[src/rtl/spi_cmd_master_if.sv]
// Host-side command and read-response interface of spi_cmd_master.
interface spi_cmd_master_if;
  logic       cmd_valid;
  logic       cmd_ready;
  logic [1:0] cmd_type;
  logic [7:0] cmd_data;
  logic       rd_valid;
  logic [7:0] rd_data;
  logic       busy;

  // Host: issues commands and consumes read responses.
  modport master (
    output cmd_valid, cmd_type, cmd_data,
    input  cmd_ready, rd_valid, rd_data, busy
  );

  // Command engine: accepts commands and returns read data.
  modport slave (
    input  cmd_valid, cmd_type, cmd_data,
    output cmd_ready, rd_valid, rd_data, busy
  );
endinterface

[src/rtl/spi_cmd_master.sv]
// Serialises host RAM commands into SS_n/MOSI frames for the clk-synchronous
// SPI slave and captures the MISO byte returned by read-data commands.
module spi_cmd_master #(
  parameter int unsigned RD_LAT  = 1,  // cycles from last MOSI bit to first MISO sample (0..7)
  parameter int unsigned GAP_CYC = 1   // minimum SS_n-high cycles between frames (1..15)
) (
  input  logic            clk,
  input  logic            rst_n,
  spi_cmd_master_if.slave host,
  output logic            SS_n,
  output logic            MOSI,
  input  logic            MISO
);

  typedef enum logic [2:0] {
    IDLE, SETUP, SEL, SHIFT, RD_WAIT, RD_SHIFT, GAP
  } state_t;

  localparam logic [3:0] RD_LAT_M1 = (RD_LAT > 0) ? 4'(RD_LAT - 1) : 4'd0;
  localparam logic [3:0] GAP_M1    = 4'(GAP_CYC - 1);
  localparam logic [3:0] W_MSB     = 4'd9;
  localparam logic [3:0] RX_MSB    = 4'd7;

  state_t     state, next_state;
  logic [3:0] cnt, next_cnt;      // down-counter shared by all timed states
  logic [9:0] w;                  // latched {cmd_type, cmd_data}
  logic [6:0] rx_sr;              // first seven MISO samples, oldest at the top
  logic       accept;
  logic       rd_done;
  logic       frame_next;
  logic       mosi_next;

  logic       cmd_ready_q;
  logic       busy_q;
  logic       rd_valid_q;
  logic [7:0] rd_data_q;

  assign host.cmd_ready = cmd_ready_q;
  assign host.busy      = busy_q;
  assign host.rd_valid  = rd_valid_q;
  assign host.rd_data   = rd_data_q;

  // cmd_ready is only ever high in IDLE, so this is the IDLE-only accept.
  assign accept  = (state == IDLE) && cmd_ready_q && host.cmd_valid;
  assign rd_done = (state == RD_SHIFT) && (cnt == 4'd0);

  // Next-state and frame-position logic.
  always_comb begin
    // NOTE: every signal gets a default first so no path can infer a latch.
    next_state = state;
    next_cnt   = cnt;
    unique case (state)
      IDLE: begin
        if (accept) begin
          next_state = SETUP;
          next_cnt   = 4'd0;
        end
      end
      SETUP: next_state = SEL;
      SEL: begin
        next_state = SHIFT;
        next_cnt   = W_MSB;
      end
      SHIFT: begin
        if (cnt != 4'd0) begin
          next_cnt = cnt - 4'd1;
        end else if (w[9:8] == 2'b11) begin
          if (RD_LAT > 0) begin
            next_state = RD_WAIT;
            next_cnt   = RD_LAT_M1;
          end else begin
            next_state = RD_SHIFT;
            next_cnt   = RX_MSB;
          end
        end else begin
          next_state = GAP;
          next_cnt   = GAP_M1;
        end
      end
      RD_WAIT: begin
        if (cnt != 4'd0) begin
          next_cnt = cnt - 4'd1;
        end else begin
          next_state = RD_SHIFT;
          next_cnt   = RX_MSB;
        end
      end
      RD_SHIFT: begin
        if (cnt != 4'd0) begin
          next_cnt = cnt - 4'd1;
        end else begin
          next_state = GAP;
          next_cnt   = GAP_M1;
        end
      end
      GAP: begin
        if (cnt != 4'd0) next_cnt = cnt - 4'd1;
        else             next_state = IDLE;
      end
      default: begin
        next_state = IDLE;
        next_cnt   = 4'd0;
      end
    endcase
  end

  // Pin values for the coming cycle, so SS_n/MOSI can be registered.
  always_comb begin
    frame_next = next_state inside {SETUP, SEL, SHIFT, RD_WAIT, RD_SHIFT};
    mosi_next  = 1'b0;
    if (next_state == SEL)        mosi_next = w[9];
    else if (next_state == SHIFT) mosi_next = w[next_cnt];
  end

  // State, counter and command word registers.
  always_ff @(posedge clk or negedge rst_n) begin
    if (!rst_n) begin
      state <= IDLE;
      cnt   <= 4'd0;
      w     <= 10'd0;
      rx_sr <= 7'd0;
    end else begin
      // NOTE: sequential state uses non-blocking assignments so every
      // register updates from the same pre-edge values.
      state <= next_state;
      cnt   <= next_cnt;
      if (accept)             w     <= {host.cmd_type, host.cmd_data};
      if (state == RD_SHIFT)  rx_sr <= {rx_sr[5:0], MISO};
    end
  end

  // Registered outputs; reset aborts any frame and releases SS_n at once.
  always_ff @(posedge clk or negedge rst_n) begin
    if (!rst_n) begin
      SS_n        <= 1'b1;
      MOSI        <= 1'b0;
      cmd_ready_q <= 1'b0;
      busy_q      <= 1'b0;
      rd_valid_q  <= 1'b0;
      rd_data_q   <= 8'h00;
    end else begin
      SS_n        <= ~frame_next;
      MOSI        <= mosi_next;
      cmd_ready_q <= (next_state == IDLE);
      busy_q      <= (next_state != IDLE);
      rd_valid_q  <= rd_done;
      if (rd_done) rd_data_q <= {rx_sr, MISO};
    end
  end

endmodule

[src/flat_wrapper.sv]
// flat-port wrapper written by rule: the top's interface ports become plain ports
module spi_cmd_master_flat 
#(
  parameter int unsigned RD_LAT  = 1,                                                          
  parameter int unsigned GAP_CYC = 1                                                     
)
  (clk, rst_n, SS_n, MOSI, MISO, host_cmd_valid, host_cmd_type, host_cmd_data, host_cmd_ready, host_rd_valid, host_rd_data, host_busy);
  spi_cmd_master_if host_i ();
  input  logic clk;
  input  logic rst_n;
  output logic SS_n;
  output logic MOSI;
  input  logic MISO;
  input wire logic [$bits(host_i.cmd_valid)-1:0] host_cmd_valid;
  input wire logic [$bits(host_i.cmd_type)-1:0] host_cmd_type;
  input wire logic [$bits(host_i.cmd_data)-1:0] host_cmd_data;
  output wire logic [$bits(host_i.cmd_ready)-1:0] host_cmd_ready;
  output wire logic [$bits(host_i.rd_valid)-1:0] host_rd_valid;
  output wire logic [$bits(host_i.rd_data)-1:0] host_rd_data;
  output wire logic [$bits(host_i.busy)-1:0] host_busy;
  assign host_i.cmd_valid = host_cmd_valid;
  assign host_i.cmd_type = host_cmd_type;
  assign host_i.cmd_data = host_cmd_data;
  assign host_cmd_ready = host_i.cmd_ready;
  assign host_rd_valid = host_i.rd_valid;
  assign host_rd_data = host_i.rd_data;
  assign host_busy = host_i.busy;
  spi_cmd_master #(.RD_LAT(RD_LAT), .GAP_CYC(GAP_CYC)) u_core (.clk(clk), .rst_n(rst_n), .host(host_i), .SS_n(SS_n), .MOSI(MOSI), .MISO(MISO));
endmodule
[config.mk]
export PLATFORM = sky130hd
export DESIGN_NAME = spi_cmd_master_flat
export DESIGN_NICKNAME = d
export VERILOG_FILES = /design/src/rtl/spi_cmd_master_if.sv /design/src/rtl/spi_cmd_master.sv /design/src/flat_wrapper.sv
export SDC_FILE = /design/constraint.sdc
export NUM_CORES = 1
export LEC_CHECK = 0
export CORE_MARGIN = 5
export CORE_UTILIZATION = 55
export DETAILED_ROUTE_END_ITERATION = 7
export PLACE_DENSITY = 0.79
export SLEW_MARGIN = 20
export SYNTH_ARGS = -nofsm -noshare
export SYNTH_HDL_FRONTEND = slang
export SYNTH_SLANG_ARGS = --single-unit
[constraint.sdc]
create_clock -name clk -period 5.1 [get_ports clk]
set_clock_uncertainty 0.15 [all_clocks]
set_input_delay 1.275 -clock clk [delete_from_list [all_inputs] [get_ports clk]]
set_output_delay 1.275 -clock clk [all_outputs]
set_load 0.005 [all_outputs]
======== Word-level counts from Yosys, hierarchy flattened ========
Cells that the tools add are included.
word-level totals
  register bits after elaboration ......... 37
  input bits .............................. 14
  output and inout port bits .............. 13
  logic and storage cells ................. 51
operators by class
  $add $sub $neg .......................... 1
  magnitude comparators ................... 1
  equality and inequality tests ........... 12
  multiplexer cells ....................... 16
  bitwise logic cells ..................... 1
  reduce and logical (&&, ||, !) cells .... 10
operator list
  cell                 count
  $pmux 4 s6           1
  $pmux 3 s7           1
  $mux 4               4
  $eq 3x3->1 const B   5
  $mux 3               5
  $eq 3x2->1 const B   4
  $eq 3x1->1 const B   2
  $logic_not 3->1      2
  $lt 4x5->1 const B   1
  $reduce_bool 5->1    1
  $bmux 1 s4           1
  $logic_not 4->1      1
  $reduce_bool 4->1    1
  $sub 4x1->4 const B  1
  $logic_and 1x1->1    3
  $mux 1               3
  $reduce_bool 3->1    1
  $eq 2x2->1 const B   1
  $mux 2               1
  $reduce_or 2->1      1
  $not 1->1            1

======== Depth between registers and ports, before layout ========
Gate-level depths: netlist of run 1.
  depth after elaboration ................. 9
  depth in mapped cells ................... 11
  mapped depth without buffers ............ 11

======== Worst setup path before layout of run 1 ========
Ideal clock, no wire load.
  path kind ............................... reg2reg
  start point ............................. register u_core.cnt[0]
  end point ............................... register u_core.MOSI
  arrival time ............................ 2.461 ns
  required time ........................... 4.818 ns
  path slack .............................. 2.357 ns
  cell stages (with the launch flop) ...... 12
  path buffers ............................ 0
  cell sequence ........................... dfrtp_1 > inv_1 > ha_1 > nor3b_4 > inv_4 > ha_1 > o211ai_2 > nand2_2 > o21a_4 > mux2_4 > o2111ai_2 > o211ai_2
between the ends
  word-level cells in the longest chain between the ends .. 7
  elaborated cells between the ends (all ways) .. 18
ends and longest elaborated chain
  what                                                     RTL line                                                          source
  from (decl)                                              spi_cmd_master.sv:25                                              logic [3:0] cnt, next_cnt;
  from (signal assigned)                                   spi_cmd_master.sv:126                                             cnt <= next_cnt;
  $sub 4x1->4 / $reduce_bool 4->1 (equally long branches)  -
  $mux 4 (on tied branches)                                spi_cmd_master.sv:97, spi_cmd_master.sv:81, spi_cmd_master.sv:89
  $pmux 4 s6                                               spi_cmd_master.sv:52                                              unique case (state)
  $bmux 1 s4                                               spi_cmd_master.sv:112                                             else if (next_state == SHIFT) mosi_next = w[next_cnt];
  $mux 1 (implied by the code)                             spi_cmd_master.sv:112
  $mux 1                                                   spi_cmd_master.sv:112
  $mux 1 (*)                                               spi_cmd_master.sv:111                                             if (next_state == SEL) mosi_next = w[9];
  named net u_core.mosi_next                               spi_cmd_master.sv:31                                              logic mosi_next;
  to (signal assigned)                                     spi_cmd_master.sv:143                                             MOSI <= mosi_next;
  to (decl)                                                spi_cmd_master.sv:11                                              output logic MOSI,
The timed path passes the listed nets; every way through them passes the cells marked *. The select of a mux whose other input is x is not followed.
A chain may end at the register's enable or synchronous reset.

======== Worst setup path in the final report of run 1 ========
Ends and elaborated chain as after synthesis.

==> flow_metrics.py, run 1 <==
metrics = {
    "synthesis": {
        "synthMuxAreaShare_pct": 17.9,
        "synth-simple-area-share_pct": 13.6,
        "synthAdderAreaFrac_pct": 1.99,
        "syn_inst": 153,
        "synth_edf_count": 0,
        "ys_warn_count": 0,
        "synth-xor-area-share_pct": 0,
        "synth_top_family_by_area": "multiplexers",
        "postSynthAreaPerCell_sq_um": 12.3,
        "yosysSeqAreaShare_pct": 49.2,
        "syn_nets": 170,
        "ys_seq_elements": 37,
        "yosys_most_used_dff": "dfrtp_1",
        "synthArstFlopShare_pct": 100,
        "synth_area_sq_um": 1880,
        "synth_compound_area_share_pct": 13.6,
        "yosysUniqueCellTypes": 49,
    },
    "clock_tree": {
        "cts_hold_buf": 0,
        "cts-resized-gates": 0,
        "cts.clk_slew.worst_paths_ps": 110,
        "htree_levels": 2,
        "worstSkewPairLatency_ps": 340,
        "cts_tree": "done",
        "cts.sinks": 37,
        "cts_made_buffers": 5,
        "post_cts_buffers": 0,
        "root_buffer": "clkbuf_4",
        "cts_buffer_depth": 2,
    },
    "setup_path": {
        "crit_fanout": 8,
        "critical-path-slowest-cell": "dfrtp_1",
        "crit_chain": "inv_1 -> ha_1 -> nor3b_4 -> inv_4 -> ha_1 -> o211ai_2 -> nand2_2 -> o21a_4 -> mux2_4 -> o2111ai_2 -> o211ai_2",
        "cp-start-kind": "flop",
        "required_ps": 5180,
        "crit_family": "compound AO/OA/AOI/OAI gates",
        "crit_type": "flop to flop",
        "crit_buf_inv": 2,
        "cpPeakStageDelay_ps": 450,
        "r2r_slack_ps": 2000,
        "critical_path.endpoint_type": "flop",
        "cp.arrival_ps": 3170,
    },
    "timing": {
        "setup_violations": 0,
        "hold_viol_final": 0,
        "worstMarginPinSlew_ps": 554,
        "relSlewSlack_pct": 63.1,
        "tns_ps": 0,
        "rsz0062_at_grt": "false",
        "finalCritPeriodShare_pct": 60.8,
        "final_max_slew_viol_count": 0,
        "fin_crit_ps": 3100,
        "max_freq_mhz": 323,
    },
    "place": {
        "port_buffers": 26,
        "gp_congestion": 0.919,
        "dp_hpwl_um": 2650,
    },
    "power_and_ir_drop": {
        "irDropWorstVdd_mv": 0.312,
        "powerDensity_nw_per_um2": 570,
        "leakage_nw": 1.06,
        "fin_total_pwr_mw": 1.27,
    },
    "floorplanning": {
        "start_util_pct": 56.4,
        "die_x_um": 68.5,
        "io_pins": 27,
        "rows": 21,
        "die-area_sq_um": 4690,
        "core_sq_um": 3340,
        "die_h_um": 68.5,
    },
    "route": {
        "wl_per_cell_um": 15.6,
        "vias": 1269,
        "post_drt_via_cell_ratio": 5.54,
        "wl_um": 3580,
        "first_iter_violations": 141,
        "drc_errors": 0,
        "drt_pass1_iterations": 4,
        "antenna_left": 0,
    },
    "finish": {
        "fin_util_pct": 67.0,
        "diodes": 0,
        "layout.nets": 199,
        "area_growth_pct": 18.7,
        "post_route_cells_drive_above_1_share_pct": 23.5,
        "mostFrequentLayoutCell": "dfrtp_1",
        "n_fill_cell": 284,
        "layout_common_cells": "dfrtp_1, clkdlybuf4s50_1, mux2_2",
    },
    "grt": {
        "grt_max_degree": 38,
        "grt_pass1_vias": 1284,
        "grt_pass1_wl_um": 6150,
        "gr-total-overflow": 0,
        "antenna_found_initial": 0,
        "grt_use_total_pct": 17.7,
    },
    "job": {
        "maxCapViolations": 0,
    },
    "outcome": {
        "status": "finished, final reports clean",
    },
    "hold_path": {
        "hp-class": "flop to flop",
    },
}
==> cells in the mapped netlist, types with 3 or more instances <==
| cell type | number | share of area (%) |
|---|---|---|
| mux2i_1 | 4 | 2.1 |
| ha_1 | 3 | 2.0 |
| o211ai_1 | 3 | 1.2 |
| mux2_2 | 17 | 10 |
| nor2_1 | 8 | 1.6 |
| dfrtp_1 | 36 | 48 |
| buf_2 | 3 | 0.80 |
| a21oi_1 | 4 | 1.1 |
| nand2_1 | 10 | 2.0 |
| o21ai_0 | 4 | 1.1 |
| mux2_1 | 8 | 4.8 |
| inv_1 | 7 | 1.4 |
==> metal layers <==
metal  track usage (%)  vias to the layer above  wire [um]
met3              5.67                        7        196
met1              23.7                      618       1590
met5                 0                        -          0
li1                  -                      611          -
met2              27.7                       33       1740
met4              4.96                        0         53
==> metrics by stage <==
| stage | cell area, sq um | instances | worst slack [ps] | hold slack (ps) |
|---|---|---|---|---|
| after floorplan | 1880 | 153 | 2360 | 309 |
| after CTS | 2240 | 229 | 2010 | 361 |
| after global placement | 2170 | 221 | 2050 | 318 |
| final | 2240 | 229 | 2000 | 352 |
| after global routing | 2240 | 229 | 1860 | 379 |
| after detailed placement | 2170 | 221 | 1990 | 329 |
==> kinds of logic (layout without fill, tap and decap cells) <==
group | Yosys count | count (layout)
adder cells (fa/ha/maj) | 3 | 3
flip-flops | 37 | 37
AO/OA/AOI/OAI | 30 | 30
AND/OR/NAND/NOR | 40 | 40
buffers and inverters | 13 | 43
multiplexers | 30 | 30
==> worst paths after layout <==
| check | startpoint | endpoint | cells after the start |
|---|---|---|---|
| max | u_core.cnt[0]$_DFF_PN0_ | u_core.MOSI$_DFF_PN0_ | 11 |
| min | u_core.host.rd_data[3]$_DFFE_PN0P_ | u_core.host.rd_data[3]$_DFFE_PN0P_ | 1 |
| max reg2reg | u_core.cnt[0]$_DFF_PN0_ | u_core.MOSI$_DFF_PN0_ | 11 |
| min reg2reg | u_core.host.rd_data[3]$_DFFE_PN0P_ | u_core.host.rd_data[3]$_DFFE_PN0P_ | 1 |
| max in group asynchronous | rst_n | u_core.SS_n$_DFF_PN1_ | 2 |
| min in group asynchronous | rst_n | u_core.state[0]$_DFF_PN0_ | 2 |
==> sequential cells by signal, summed over array words and instances, names as in the netlist <==
register,flops
u_core.w,10
u_core.rx_sr,7
u_core.host.rd_data,8
u_core.host.cmd_ready,1
u_core.MOSI,1
u_core.host.busy,1
u_core.host.rd_valid,1
u_core.cnt,4
u_core.state,3
u_core.SS_n,1
==> layout make-up <==
class | count | area (sq um) | area share (%)
Sequential cell | 37 | 927 | 41.5
Multi-Input combinational cell | 103 | 886 | 39.6
Timing Repair Buffer | 27 | 268 | 12.0
Tap cell | 46 | 57.6 | 2.57
Clock buffer | 6 | 51.3 | 2.29
Inverter | 8 | 32.5 | 1.45
Clock inverter | 2 | 13.8 | 0.616
==> power by group <==
group / internal, mW / switching (mW)
combinational: 0.303 / 0.302
sequential: 0.391 / 0.113
clock: 0.0672 / 0.0977
total: 0.761 / 0.512
==> worst reg2reg max path: cells and delay by family (launching register included) <==
family          cells  cell delay (ps)
compound gates      4              670
fa+ha+maj           2              600
buf+inv             2              270
flops               1              450
mux                 1              310
simple gates        2              540
(Power assumes the default switching activity.)
==> run 2: changes to the inputs <==
--- a/config.mk
+++ b/config.mk
@@ -6,9 +6,9 @@
 export NUM_CORES = 1
 export LEC_CHECK = 0
 export CORE_MARGIN = 5
-export CORE_UTILIZATION = 55
+export CORE_UTILIZATION = 48
 export DETAILED_ROUTE_END_ITERATION = 7
-export PLACE_DENSITY = 0.79
+export PLACE_DENSITY = 0.74
 export SLEW_MARGIN = 20
 export SYNTH_ARGS = -nofsm -noshare
 export SYNTH_HDL_FRONTEND = slang
==> constraint.sdc (replaced) <==
create_clock -name clk -period 2.75 [get_ports clk]
set_clock_uncertainty 0.15 [all_clocks]
set_input_delay 0.6875 -clock clk [delete_from_list [all_inputs] [get_ports clk]]
set_output_delay 0.6875 -clock clk [all_outputs]
set_load 0.005 [all_outputs]
==> flow_metrics.py, run 2 (synthesis gave the netlist of run 1 again) <==
metrics = {
    "finish": {
        "diodes": 0,
        "layout_common_cells": "dfrtp_1, clkdlybuf4s50_1, mux2_2",
        "mostFrequentLayoutCell": "dfrtp_1",
        "layout.cells.non_filler": 238,
        "largest-register": "u_core.w",
        "area_growth_pct": 25.2,
        "largest_register_ffs": 10,
        "layout.nets": 206,
        "post_route_cells_drive_above_1_share_pct": 27.4,
    },
    "timing": {
        "final_max_slew_viol_count": 0,
        "relSlewSlack_pct": 66.3,
        "tns_ps": 0,
        "worstMarginPinSlew_ps": 505,
        "setup_violations": 0,
        "hold_viol_final": 0,
        "setup_slack_ps": 114,
        "max_freq_mhz": 379,
        "finalCritPeriodShare_pct": 95.9,
        "fin_crit_ps": 2640,
    },
    "setup_path": {
        "crit_fanout": 5,
        "r2r-start": "u_core.cnt[1]$_DFF_PN0_",
        "crit_end": "u_core.MOSI$_DFF_PN0_",
        "timing.rr.end": "u_core.MOSI$_DFF_PN0_",
        "crit_type": "flop to flop",
        "crit_path_start": "u_core.cnt[1]$_DFF_PN0_",
        "cp-start-kind": "flop",
        "cp.arrival_ps": 2640,
        "worstRegToRegCells": 11,
        "critical_path.endpoint_type": "flop",
        "required_ps": 2760,
        "r2r_slack_ps": 110,
    },
    "place": {
        "pre_cts_ws_ps": 51.3,
        "gp_congestion": 0.910,
        "port_buffers": 26,
        "dp_hpwl_um": 2850,
        "dp.cells": 227,
    },
    "grt": {
        "grt_max_degree": 38,
        "grt_use_total_pct": 15.5,
        "grt_pass1_vias": 1356,
        "grt_pass1_wl_um": 6300,
        "antenna_found_initial": 0,
        "gr-total-overflow": 0,
    },
    "clock_tree": {
        "cts_made_buffers": 5,
        "cts.clk_slew.worst_paths_ps": 70,
        "root_buffer": "clkbuf_8",
        "worstSkewPairLatency_ps": 290,
        "htree_levels": 2,
        "cts_tree": "done",
        "cts.sinks": 37,
        "cts_buffer_depth": 2,
    },
    "outcome": {
        "status": "finished, final reports clean",
    },
    "route": {
        "post_drt_via_cell_ratio": 5.59,
        "drc_errors": 0,
        "wl_um": 3820,
        "drt_pass1_iterations": 4,
        "antenna_left": 0,
        "vias": 1331,
        "wl_per_cell_um": 16.1,
        "first_iter_violations": 130,
    },
    "power_and_ir_drop": {
        "leakage_nw": 1.11,
        "powerDensity_nw_per_um2": 1120,
        "fin_total_pwr_mw": 2.64,
        "irDropWorstVdd_mv": 0.551,
    },
    "floorplanning": {
        "rows": 22,
        "die_h_um": 72.6,
        "core_sq_um": 3740,
        "die_x_um": 72.6,
        "io_pins": 27,
        "die-area_sq_um": 5280,
        "start_util_pct": 50.3,
    },
    "job": {
        "maxCapViolations": 0,
    },
    "hold_path": {
        "min_from": "u_core.host.rd_data[2]$_DFFE_PN0P_",
        "hp-class": "flop to flop",
    },
}
run 2: worst max-delay path, cell delays in order, from the launching register on:
cell and delay, ps:
dfrtp_1 400, inv_1 90, ha_4 150, nor3b_4 250, inv_4 50, ha_1 300, o211ai_2 220, nand2_2 90
o21a_4 230, mux2_4 300, o2111ai_2 180, o211ai_2 100
run 2: power by group:
group          switching [mW]  internal, mW  total, mW
sequential              0.175         0.727      0.902
combinational           0.621         0.638       1.26
clock                   0.189         0.295      0.484
total                   0.985          1.66       2.64
run 2: layer usage:
layer / vias up / track usage (%) / share of wire (%)
li1: 626 / - / -
met1: 652 / 18.8 / 41
met2: 43 / 26.5 / 52
met3: 10 / 3.31 / 4.8
met4: 0 / 6.97 / 2.3
met5: - / 0 / 0
run 2: worst min-delay path by stage:
| stage | end | slack [ps] | depth (start not counted) |
|---|---|---|---|
| after floorplan | u_core.MOSI$_DFF_PN0_ | 240 | 0 |
| after global placement | u_core.host.rd_data[7]$_DFFE_PN0P_ | 320 | 1 |
| after detailed placement | u_core.host.rd_data[2]$_DFFE_PN0P_ | 330 | 1 |
| after CTS | u_core.host.rd_data[2]$_DFFE_PN0P_ | 340 | 1 |
| after global routing | u_core.host.rd_data[6]$_DFFE_PN0P_ | 370 | 1 |
| final | u_core.host.rd_data[2]$_DFFE_PN0P_ | 340 | 1 |
run 2: area by class of cell:
cell class                      instances  area, sq um
Fill cell                             316         1390
Sequential cell                        37          927
Multi-Input combinational cell        103          898
Timing Repair Buffer                   34          320
Clock buffer                            6         82.6
Tap cell                               48         60.1
Clock inverter                          2         37.5
Inverter                                8         32.5
run 2: per-stage QoR:
| step | util [%] | area, sq um | hold slack [ps] |
|---|---|---|---|
| after floorplan | - | 1880 | 242 |
| after global placement | 58.9 | 2200 | 318 |
| after detailed placement | 58.9 | 2200 | 327 |
| after CTS | 62.1 | 2320 | 344 |
| after global routing | 63.0 | 2360 | 370 |
| final | 63.0 | 2360 | 338 |
run 2: what timing repair did:
item	4_1_cts	5_1_grt
gates resized for setup	0	3
hold buffers	0	0
endpoints found under the setup margin	0	1
setup buffers	0	3
